`config.mk`:
```
export PLATFORM = sky130hd
export DESIGN_NAME = mux2_arbiter
export DESIGN_NICKNAME = d
export VERILOG_FILES = /design/src/rtl/mux2_arbiter_pkg.sv /design/src/rtl/mux2_bus.sv /design/src/rtl/mux2_arbiter.sv
export SDC_FILE = /design/constraint.sdc
export NUM_CORES = 1
export LEC_CHECK = 0
export CELL_PAD_IN_SITES_DETAIL_PLACEMENT = 0
export CELL_PAD_IN_SITES_GLOBAL_PLACEMENT = 1
export CORE_AREA = 5 5 49 51
export CTS_BUF_LIST = sky130_fd_sc_hd__clkbuf_8
export DETAILED_ROUTE_END_ITERATION = 12
export DIE_AREA = 0 0 54 56
export PLACE_DENSITY = 0.79
export SYNTH_ARGS = -nofsm -noshare
export SYNTH_HDL_FRONTEND = slang
export SYNTH_SLANG_ARGS = --single-unit
```
`constraint.sdc`:
```
create_clock -name clk -period 2.8 [get_ports clk]
set_input_delay 0.56 -clock clk [delete_from_list [all_inputs] [get_ports clk]]
set_output_delay 0.56 -clock clk [all_outputs]
set_load 0.05 [all_outputs]
```
`src/rtl/mux2_arbiter_pkg.sv`:
```
// rtl/mux2_arbiter_pkg.sv - shared state encoding, default sizes and counter helper for mux2_arbiter
package mux2_arbiter_pkg;

    typedef enum logic [1:0] {
        IDLE   = 2'b00,
        GRANT0 = 2'b01,
        GRANT1 = 2'b10
    } state_t;

    localparam int DEFAULT_WIDTH     = 8;
    localparam int DEFAULT_MAX_BURST = 4;
    localparam int CNT_W             = 8;
    localparam logic [CNT_W-1:0] CNT_MAX = 8'hFF;

    // Beat counter sticks at its maximum instead of wrapping.
    function automatic logic [CNT_W-1:0] sat_inc(input logic [CNT_W-1:0] value);
        return (value == CNT_MAX) ? value : value + 1'b1;
    endfunction

endpackage

```
`src/rtl/mux2_bus.sv`:
```
// rtl/mux2_bus.sv - WIDTH+2 bit 2:1 mux carrying data, last and valid of one requester
module mux2_bus
    import mux2_arbiter_pkg::*;
#(
    parameter int WIDTH = DEFAULT_WIDTH
) (
    input  logic             sel,
    input  logic [WIDTH-1:0] a_data,
    input  logic             a_last,
    input  logic             a_valid,
    input  logic [WIDTH-1:0] b_data,
    input  logic             b_last,
    input  logic             b_valid,
    output logic [WIDTH-1:0] y_data,
    output logic             y_last,
    output logic             y_valid
);

    logic [WIDTH+1:0] a_bus;
    logic [WIDTH+1:0] b_bus;
    logic [WIDTH+1:0] y_bus;

    assign a_bus = {a_valid, a_last, a_data};
    assign b_bus = {b_valid, b_last, b_data};
    assign y_bus = sel ? b_bus : a_bus;
    assign {y_valid, y_last, y_data} = y_bus;

endmodule

```
`src/rtl/mux2_arbiter.sv`:
```
// rtl/mux2_arbiter.sv - two-requester round-robin packet arbiter; optional MUX2_ARB_BURST_LIMIT_EN caps beats per grant
module mux2_arbiter
    import mux2_arbiter_pkg::*;
#(
    parameter int WIDTH     = DEFAULT_WIDTH,
    parameter int MAX_BURST = DEFAULT_MAX_BURST
) (
    input  logic             clk,
    input  logic             rst_n,
    input  logic             req0_valid,
    input  logic [WIDTH-1:0] req0_data,
    input  logic             req0_last,
    output logic             req0_ready,
    input  logic             req1_valid,
    input  logic [WIDTH-1:0] req1_data,
    input  logic             req1_last,
    output logic             req1_ready,
    output logic             out_valid,
    output logic [WIDTH-1:0] out_data,
    output logic             out_last,
    input  logic             out_ready,
    output logic             sel,
    output logic             busy
);

    state_t           state;
    state_t           state_next;
    logic             rr;
    logic             rr_next;
    logic             sel_q;
    logic             sel_next;
    logic [CNT_W-1:0] beat_cnt;
    logic [CNT_W-1:0] beat_cnt_next;
    logic             bus_valid;
    logic             bus_last;
    logic [WIDTH-1:0] bus_data;
    logic             xfer;
    logic             other_valid;
    logic             burst_hit;
    logic             release_grant;

    mux2_bus #(.WIDTH(WIDTH)) u_bus (
        .sel     (sel_q),
        .a_data  (req0_data),
        .a_last  (req0_last),
        .a_valid (req0_valid),
        .b_data  (req1_data),
        .b_last  (req1_last),
        .b_valid (req1_valid),
        .y_data  (bus_data),
        .y_last  (bus_last),
        .y_valid (bus_valid)
    );

    // sel_q always equals n while in GRANTn, so the mux output is the owner's beat.
    assign busy        = (state != IDLE);
    assign sel         = sel_q;
    assign out_valid   = busy & bus_valid;
    assign out_data    = bus_data;
    assign out_last    = bus_last;
    assign req0_ready  = (state == GRANT0) & out_ready;
    assign req1_ready  = (state == GRANT1) & out_ready;
    assign xfer        = out_valid & out_ready;
    assign other_valid = sel_q ? req0_valid : req1_valid;

`ifdef MUX2_ARB_BURST_LIMIT_EN
    localparam logic [CNT_W-1:0] BURST_CAP = CNT_W'(MAX_BURST);
    // Yield only on the beat that reaches the cap, and only if someone is waiting.
    assign burst_hit = (beat_cnt != BURST_CAP) && (sat_inc(beat_cnt) == BURST_CAP) && other_valid;
`else
    logic unused_cfg;
    assign burst_hit  = 1'b0;
    assign unused_cfg = ^{other_valid, beat_cnt, CNT_W'(MAX_BURST)};
`endif

    assign release_grant = xfer & (out_last | burst_hit);

    always_comb begin
        state_next    = state;
        rr_next       = rr;
        sel_next      = sel_q;
        beat_cnt_next = beat_cnt;
        case (state)
            IDLE: begin
                if (req0_valid | req1_valid) begin
                    if (rr == 1'b0) begin
                        sel_next = req0_valid ? 1'b0 : 1'b1;
                    end else begin
                        sel_next = req1_valid ? 1'b1 : 1'b0;
                    end
                    state_next    = sel_next ? GRANT1 : GRANT0;
                    beat_cnt_next = '0;
                end
            end
            GRANT0, GRANT1: begin
                if (xfer) begin
                    beat_cnt_next = sat_inc(beat_cnt);
                end
                if (release_grant) begin
                    state_next = IDLE;
                    rr_next    = ~sel_q;
                end
            end
            default: begin
                state_next = IDLE;
            end
        endcase
    end

    always_ff @(posedge clk or negedge rst_n) begin
        if (!rst_n) begin
            state    <= IDLE;
            rr       <= 1'b0;
            sel_q    <= 1'b0;
            beat_cnt <= '0;
        end else begin
            state    <= state_next;
            rr       <= rr_next;
            sel_q    <= sel_next;
            beat_cnt <= beat_cnt_next;
        end
    end

endmodule

```
Word-level counts from Yosys, hierarchy flattened:

Cells that the tools add are included.

* multiplexer cells: 10
* reduce and logical (&&, ||, !) cells: 6
* equality and inequality tests: 4
* bitwise gates (word level): 7

Operators with widths (count)
* 10-bit 2-to-1 mux: 1
* 2-bit 2-to-1 mux: 3
* 2-bit AND reduction: 3
* 1-bit bitwise AND: 5
* 1-bit 2-to-1 mux: 5
* 2-bit inequality test (second input constant): 2
* 2-bit case mux with 2 select lines: 1
* 2-bit by 1-bit equality test with 1-bit output (second input constant): 1
* 2-bit equality test (second input constant): 1
* 2-bit zero test: 1
* 2-bit nonzero test: 1
* 2-bit OR reduction: 1
* 1-bit inverter: 1
* 1-bit bitwise OR: 1

* bits of input ports: 23
* bits in registers: 4
* logic and storage cells: 30

Logic depth before layout (Yosys ltp):

Gate-level depths: netlist of run 1.

* depth in word-level cells: 7
* gate-level depth with buffers: 5

By module:

A second synthesis of run 1 with hierarchy kept.

* cell total of the unflattened synthesis: 40
* area total of the unflattened synthesis: 422.9 µm²

By module, submodules not included
* mux2_arbiter: instances 1, cells an instance 29, area an instance 261.5 µm², seq. area each 100.1 µm²
* mux2_bus: instances 1, cells an instance 11, area an instance 161.4 µm², seq. area each 0.0 µm²

Worst setup path before layout of run 1:

OpenSTA, ideal clock, no wires.

* path kind: register -> output
* start point: reg sel_q (netlist: sel)
* end point: out out_valid
* arrival time: 1.570 ns
* buffers on the path: 0
* slack: 0.670 ns
* cell stages (with the launch flop): 3
* path through: dfrtp_1 > mux2i_1 > nor2_1

* longest elaborated chain between the ends: 2

Ends and longest elaborated chain
* start: declaration: line mux2_arbiter.sv:30 `logic sel_q;`
* start signal: assignment: line mux2_arbiter.sv:119 `sel_q <= sel_next;`
* 10-bit 2-to-1 mux: line mux2_bus.sv:25 `assign y_bus = sel ? b_bus : a_bus;`
* 1-bit bitwise AND: line mux2_arbiter.sv:58 `assign out_valid = busy & bus_valid;`
* end: declaration: line mux2_arbiter.sv:18 `output logic out_valid,`

Every way passes these cells.

Worst setup path in the final report of run 1:

* start point: reg state[0]
* end point: out busy

* longest elaborated chain between the ends: 1

Ends and longest elaborated chain
* start: declaration: line mux2_arbiter.sv:26 `state_t state;`
* start signal: assignment: line mux2_arbiter.sv:117 `state <= state_next;`
* 2-bit nonzero test: line mux2_arbiter.sv:56 `assign busy = (state != IDLE);`
* end: declaration: line mux2_arbiter.sv:23 `output logic busy`

Every way passes these cells.

==> results of run 1 <==
==> routing by layer <==
metal / up-vias / share of wire [%]
li1: 225 / -
met2: 11 / 55
met5: - / 0
met3: 0 / 5.2
met1: 200 / 39
met4: 0 / 0
==> cells in the final DEF (no fill, tap or decap), drive strengths merged <==
cell type,n
nor2,1
mux2,8
buf,13
nor4b,1
nor4,1
a21oi,1
clkbuf,3
nand2,3
a31oi,1
clkdlybuf4s50,24
mux2i,3
nand2b,1
dfrtp,4
nor3b,1
inv,6
o22ai,2
ha,3
o21ai,3
and2,2
==> worst max-delay path, stage by stage, from the launching register on <==
cell             delay [ns]
dfrtp_1                0.36
inv_1                  0.07
ha_1                   0.30
inv_1                  0.08
clkdlybuf4s50_1        0.79
==> power breakdown <==
group	internal, mW	total [mW]	switching (mW)
Clock	0.0912	0.117	0.0254
Sequential	0.0837	0.111	0.0269
Combinational	0.242	0.625	0.383
Total	0.417	0.852	0.435
==> sequential cells by signal, summed over array words and instances (netlist names) <==
register and cells:
rr 1, sel 1, state 2
==> final timing paths <==
| kind | start | endpoint | slack (ns) | depth (start not counted) |
|---|---|---|---|---|
| worst max-delay path | state[0] | busy | 0.42 | 4 |
| worst min-delay path | rst_n | state[1] | 0.55 | 1 |
| worst max register to register | state[0] | state[0] | 1.38 | 5 |
| worst min register to register | rr | rr | 0.55 | 2 |
| max in group asynchronous | rst_n | sel | 2.09 | 1 |
| min in group clk | rr | rr | 0.55 | 2 |
==> kinds of logic after synthesis <==
family                     synth area share [%]
muxes                                     30.57
adders and majority gates                 9.555
AOI/OAI and AO/OA                         9.871
DFF                                       25.48
and+or+nand+nor                           17.51
buffers and inverters                     7.005
==> layout make-up <==
class	instances	area, µm²
sequential	4	100.1
tap	27	33.78
inverter	6	22.52
multi-input combinational	31	265.3
clock buffer	3	41.29
fill	196	1089
timing repair buffer	37	350.3
==> stage by stage <==
step | utilization (%) | area, µm² | cells | total power, mW
CTS | 42.76 | 813.3 | 108 | 0.8629
floorplan | - | 392.9 | 42 | 0.5365
finish | 42.76 | 813.3 | 108 | 0.8518
global placement | 40.59 | 772.0 | 105 | 0.7358
detailed placement | 40.59 | 772.0 | 105 | 0.7422
global route | 42.76 | 813.3 | 108 | 0.8959
==> results by group, run 1 <==
Finish
  • N_diodes: 0
  • Share of cells above drive strength 1: 32.10%
  • Area Growth Syn to Fin: 107.0%
  • Nets: 109

GRT
  • Vias in the first global route: 422
  • Initial antenna violation count: 0
  • First-pass GRT wire length: around 1900 µm
  • Grt total ovfl: 0
  • GRT met2 Usage: between 10% and 20%
  • Pin count of the biggest net entering global routing: 9
  • Total track usage: a little over 8%
  • GRT met1 Usage: 9.677%
  • Met3 Usage GRT: 2.681%
  • Grt peak-use layer: met2

Timing
  • Max Fclk: 420.4 MHz
  • Setup Viol. Count Final: 0
  • Setup TNS Final: 0 ns
  • Fin crit share: 84.95%
  • Setup WS post-layout: 0.4214 ns
  • Post-layout min period: 2.379 ns
  • RSZ-0062 raised after global routing: no
  • Fin. max-slew vios: 0
  • Hold slack final: 0.5457 ns
  • Slew HR: between 60% and 70%
  • Hold Fails Final Rpt: 0
  • Worst Tran Pin Value: 0.5081 ns
  • Max Clock Skew: roughly 0.00089 ns

Clock network
  • CTS tree: yes
  • Clock latency on the worst-skew pair: 0.21 ns
  • Clock transition at path regs: approximately 0.03 ns
  • Post-CTS sizing: 0
  • H-tree levels: 1
  • Num CTS Buffers: 3
  • CTS Root Cell: clkbuf_8
  • # Post-CTS Setup Buffers: 0
  • Cts hold-fix bufs: 0
  • Clock Sink Count: 4
  • CTS Buffer Depth: 2

Run
  • Max_cap viols: 0

Worst hold path
  • HP Class: primary input to asynchronous set/reset pin

Critical path
  • Worst Setup End Kind: primary output
  • WP data arrival: around 1.8 ns
  • CP Launch Type: flip-flop
  • Crit path max fanout: 8
  • Critical path required time: 2.24 ns
  • WS Path Type: flip-flop to primary output

Route
  • Remaining antenna violation count: 0
  • DR DRC count: 0
  • Routed WL: 1258 µm
  • Vias: ~440
  • Wire per inst: between 10 and 15 µm
  • 1st-iter DRT viols: 3
  • Vias/cell: 4.037
  • Pre-antenna DRT Iters: 2

Yosys
  • Synth Cell Area: 392.9 µm²
  • Most common library cells after synthesis: 8 x mux2_2, 6 x inv_1, 4 x dfrtp_1
  • Synth cell types: 17
  • Post-synth ARST share: 100.0%
  • Post-synth top area share: 25.48%
  • Main flop type after synthesis: dfrtp_1
  • Net Count, Synth: 68
  • #FFs+latches synth: 4
  • Register area share after synthesis: between 20% and 30%
  • Most common cell in the netlist: mux2_2
  • Post-Syn Instances: 42
  • Synth top area cells: dfrtp_1 25%, mux2_2 23%, ha_1 9.6%, mux2i_1 7.6%, inv_1 5.7%
  • Avg Cell Area, Syn: 9.354 µm²
  • EDFF count, synth: 0
  • Synth warn: 0
  • Cell accounting for the most synthesized area: dfrtp_1

Floorplan
  • # IOs: 37
  • Die Y: 56 µm
  • Die area: 3024 µm²
  • Die Wd: 54 µm
  • Std-Cell Rows: 16
  • Initial Utilization: 20.66%
  • Core ar.: 1902 µm²

Status
  • Status: completed

Place
  • Buffers on Ports: 36
  • Detailed placer's ending HPWL: 1125 µm
  • Place WS: 0.6001 ns
  • Gpl congestion: 0.7286

Power
  • Worst VDD drop: around 0.44 mV
  • Pwr per Cell Area: 1047 nW/µm²
  • Leakage power: 0.3586 nW
Note: power is estimated with default switching activity, not from simulation.
==> run 2: changes to the inputs <==
Settings changed: CORE_AREA 5 5 49 51 to 5 5 51 53, DIE_AREA 0 0 54 56 to 0 0 56 58, PLACE_DENSITY 0.79 to 0.73.
Clock period 2.8 ns to 2.3 ns, I/O delays scaled along.
==> run 2 against run 1 <==
Effect of this change:
- sequential cell count did not move
- final area rose by 17%
- highest routed layer unchanged
- largest power group unchanged
- sequential share of layout area fell by 1.8 points
- first-iteration DRC count fell by 33%
==> results by group, run 2 (synthesis results as in run 1) <==
GRT
  • Pin count of the biggest net entering global routing: 9 (unchanged)
  • First-pass GRT wire length: 2152 µm (was 1883 µm)
  • Vias in the first global route: 458 (was 422)
  • Total track usage: 8.484% (was 8.211%)
  • Grt total ovfl: 0 (unchanged)
  • Initial antenna violation count: 0 (unchanged)

Finish
  • Commonest cells after routing, fill and taps aside: 23 x clkdlybuf4s50_1, 12 x buf_12, 8 x mux2_2, 6 x inv_1, 4 x dfrtp_1 (was 24 x clkdlybuf4s50_1, 12 x buf_4, 8 x mux2_2, 6 x inv_1, 4 x dfrtp_1)
  • FF/Latch Area: 100.1 µm² (unchanged)
  • Layout fillers: 200 (was 196)
  • Leading cell type in the layout, fill and taps excluded: clkdlybuf4s50_1 (unchanged)
  • Share of cells above drive strength 1: 33.33% (was 32.10%)
  • N_diodes: 0 (unchanged)
  • Multi-input gate area: 265.3 µm² (unchanged)
  • Area Growth Syn to Fin: 141.7% (was 107.0%)
  • Nets: 109 (unchanged)
  • Max FFs per register: 2 (unchanged)
  • Biggest register: state (unchanged)

Timing
  • Slew HR: 66.26% (was 66.02%)
  • Hold Fails Final Rpt: 0 (unchanged)
  • Max Clock Skew: 0.002051 ns (was 0.0008918 ns)
  • Hold slack final: 0.4459 ns (was 0.5457 ns)
  • RSZ-0062 raised after global routing: no (unchanged)
  • Fin. max-slew vios: 0 (unchanged)
  • Worst Tran Pin Value: 0.5046 ns (was 0.5081 ns)
  • Setup Viol. Count Final: 0 (unchanged)
  • Setup TNS Final: 0 ns (unchanged)
  • Fin crit share: 87.77%
  • Max Fclk: 495.4 MHz
  • Post-layout min period: 2.019 ns

Power
  • Leakage power: 0.4071 nW (was 0.3586 nW)
  • Pint: 0.6413 mW (was 0.4166 mW)
  • Flop pwr share: 11.2% (was 13.0%)
  • Switching share of power: 47.02% (was 51.09%)
  • Comb power frac: 77.0% (was 73.3%)
  • Clock group share of total power: 11.8% (was 13.7%)
  • Sw Pwr: 0.5692 mW (was 0.4352 mW)
  • Pwr per Cell Area: 1275 nW/µm² (was 1047 nW/µm²)
  • Tot Pwr: 1.211 mW (was 0.8518 mW)
  • Worst VDD drop: 0.7300 mV (was 0.4358 mV)

Clock network
  • Clock latency on the worst-skew pair: 0.21 ns (about the same)
  • Cts hold-fix bufs: 0 (unchanged)
  • CTS Root Cell: clkbuf_8 (unchanged)
  • CTS tree: yes (unchanged)
  • # Post-CTS Setup Buffers: 0 (unchanged)
  • CTS Buffer Depth: 2 (unchanged)
  • Clock transition at path regs: 0.03 ns (about the same)
  • Post-CTS sizing: 0 (unchanged)
  • H-tree levels: 1 (unchanged)
  • Clock Sink Count: 4 (unchanged)
  • Num CTS Buffers: 3 (unchanged)

Critical path
  • WS Path Type: primary input to primary output (was flip-flop to primary output)
  • CP Launch Type: primary input (was flip-flop)
  • Worst Setup End Kind: primary output (unchanged)
  • Crit path max fanout: 5 (was 8)
  • WP data arrival: 1.56 ns (was 1.82 ns)
  • Critical path required time: 1.84 ns (was 2.24 ns)
  • Worst r2r path cells: 5 (unchanged)
  • Largest stage delay, worst path: 0.47 ns (was 0.79 ns)
  • Slowest CP cell: clkdlybuf4s50_1 (unchanged)
  • Sequence of cells on the critical path: clkdlybuf4s50_1 > mux2i_1 > nor2_1 > buf_12 (was inv_1 > ha_1 > inv_1 > clkdlybuf4s50_1)

Worst hold path
  • HP Class: primary input to asynchronous set/reset pin (unchanged)

Route
  • Wire per inst: 13.24 µm (was 11.65 µm)
  • Vias: 438 (was 436)
  • Routed WL: 1443 µm (was 1258 µm)
  • Pre-antenna DRT Iters: 2 (unchanged)
  • 1st-iter DRT viols: 2 (was 3)
  • Remaining antenna violation count: 0 (unchanged)
  • DR DRC count: 0 (unchanged)
  • Vias/cell: 4.018 (was 4.037)

Status
  • Status: completed (unchanged)

Run
  • Max_cap viols: 0 (unchanged)

Floorplan
  • # IOs: 37 (unchanged)
  • Std-Cell Rows: 17 (was 16)
  • Die Y: 58 µm (was 56 µm)
  • Die Wd: 56 µm (was 54 µm)
  • Die area: 3248 µm² (was 3024 µm²)
  • Core ar.: 2106 µm² (was 1902 µm²)
  • Initial Utilization: 18.66% (was 20.66%)

Place
  • Buffers on Ports: 36 (unchanged)
  • Detailed placer's ending HPWL: 1289 µm (was 1125 µm)
  • Gpl congestion: 0.6784 (was 0.7286)
[run 2: changes by cell type in the layout (fill, tap and decap cells not counted), sizes merged]
cell | before | now
buf | 13 | 14
clkdlybuf4s50 | 24 | 23
[run 2: final timing paths]
path / start / endpoint / slack [ns]
setup reg to reg: state[0] / state[1] / 0.78
hold / removal: rst_n / state[0] / 0.45
hold reg to reg: rr / rr / 0.58
max in group asynchronous: rst_n / rr / 1.69
setup / recovery: req1_valid / out_valid / 0.28
min in group clk: rr / rr / 0.58
[run 2: power by group through the flow]
stage / Combinational [mW] / Clock, mW / Sequential (mW)
finish: 0.932 / 0.143 / 0.136
global route: 0.974 / 0.151 / 0.142
floorplan: 0.498 / 0 / 0.155
global placement: 0.927 / 0 / 0.135
CTS: 0.943 / 0.149 / 0.136
detailed placement: 0.941 / 0 / 0.137
[run 2: per-layer routing]
layer | vias to the layer above | part of all wire [%] | global-route usage [%]
met4 | 0 | 0 | 2.034
met3 | 0 | 4.2 | 2.227
met5 | - | 0 | 0
met2 | 11 | 56 | 15.03
met1 | 203 | 40 | 10.25
li1 | 224 | - | -
[run 2: cell type report]
cell class / instances / share of cell area, %
tap: 28 / 3.689
clock buffer: 3 / 4.348
multi-input combinational: 31 / 27.93
sequential: 4 / 10.54
inverter: 6 / 2.372
timing repair buffer: 37 / 51.12
[run 2: metrics by stage]
step | utilization [%] | std cells | setup slack, ns | area [µm²]
6_report | 45.10 | 109 | 0.2812 | 949.7
3_3_place_gp | 43.14 | 106 | 0.2911 | 908.4
2_1_floorplan | - | 42 | 0.2700 | 392.9
4_1_cts | 45.10 | 109 | 0.2860 | 949.7
5_1_grt | 45.10 | 109 | 0.2408 | 949.7
3_5_place_dp | 43.14 | 106 | 0.2929 | 908.4
[run 2: critical path: cells and delay by family]
| family | cells | cell delay [ns] |
|---|---|---|
| buffers and inverters | 2 | 0.64 |
| muxes | 1 | 0.33 |
| and+or+nand+nor | 1 | 0.13 |
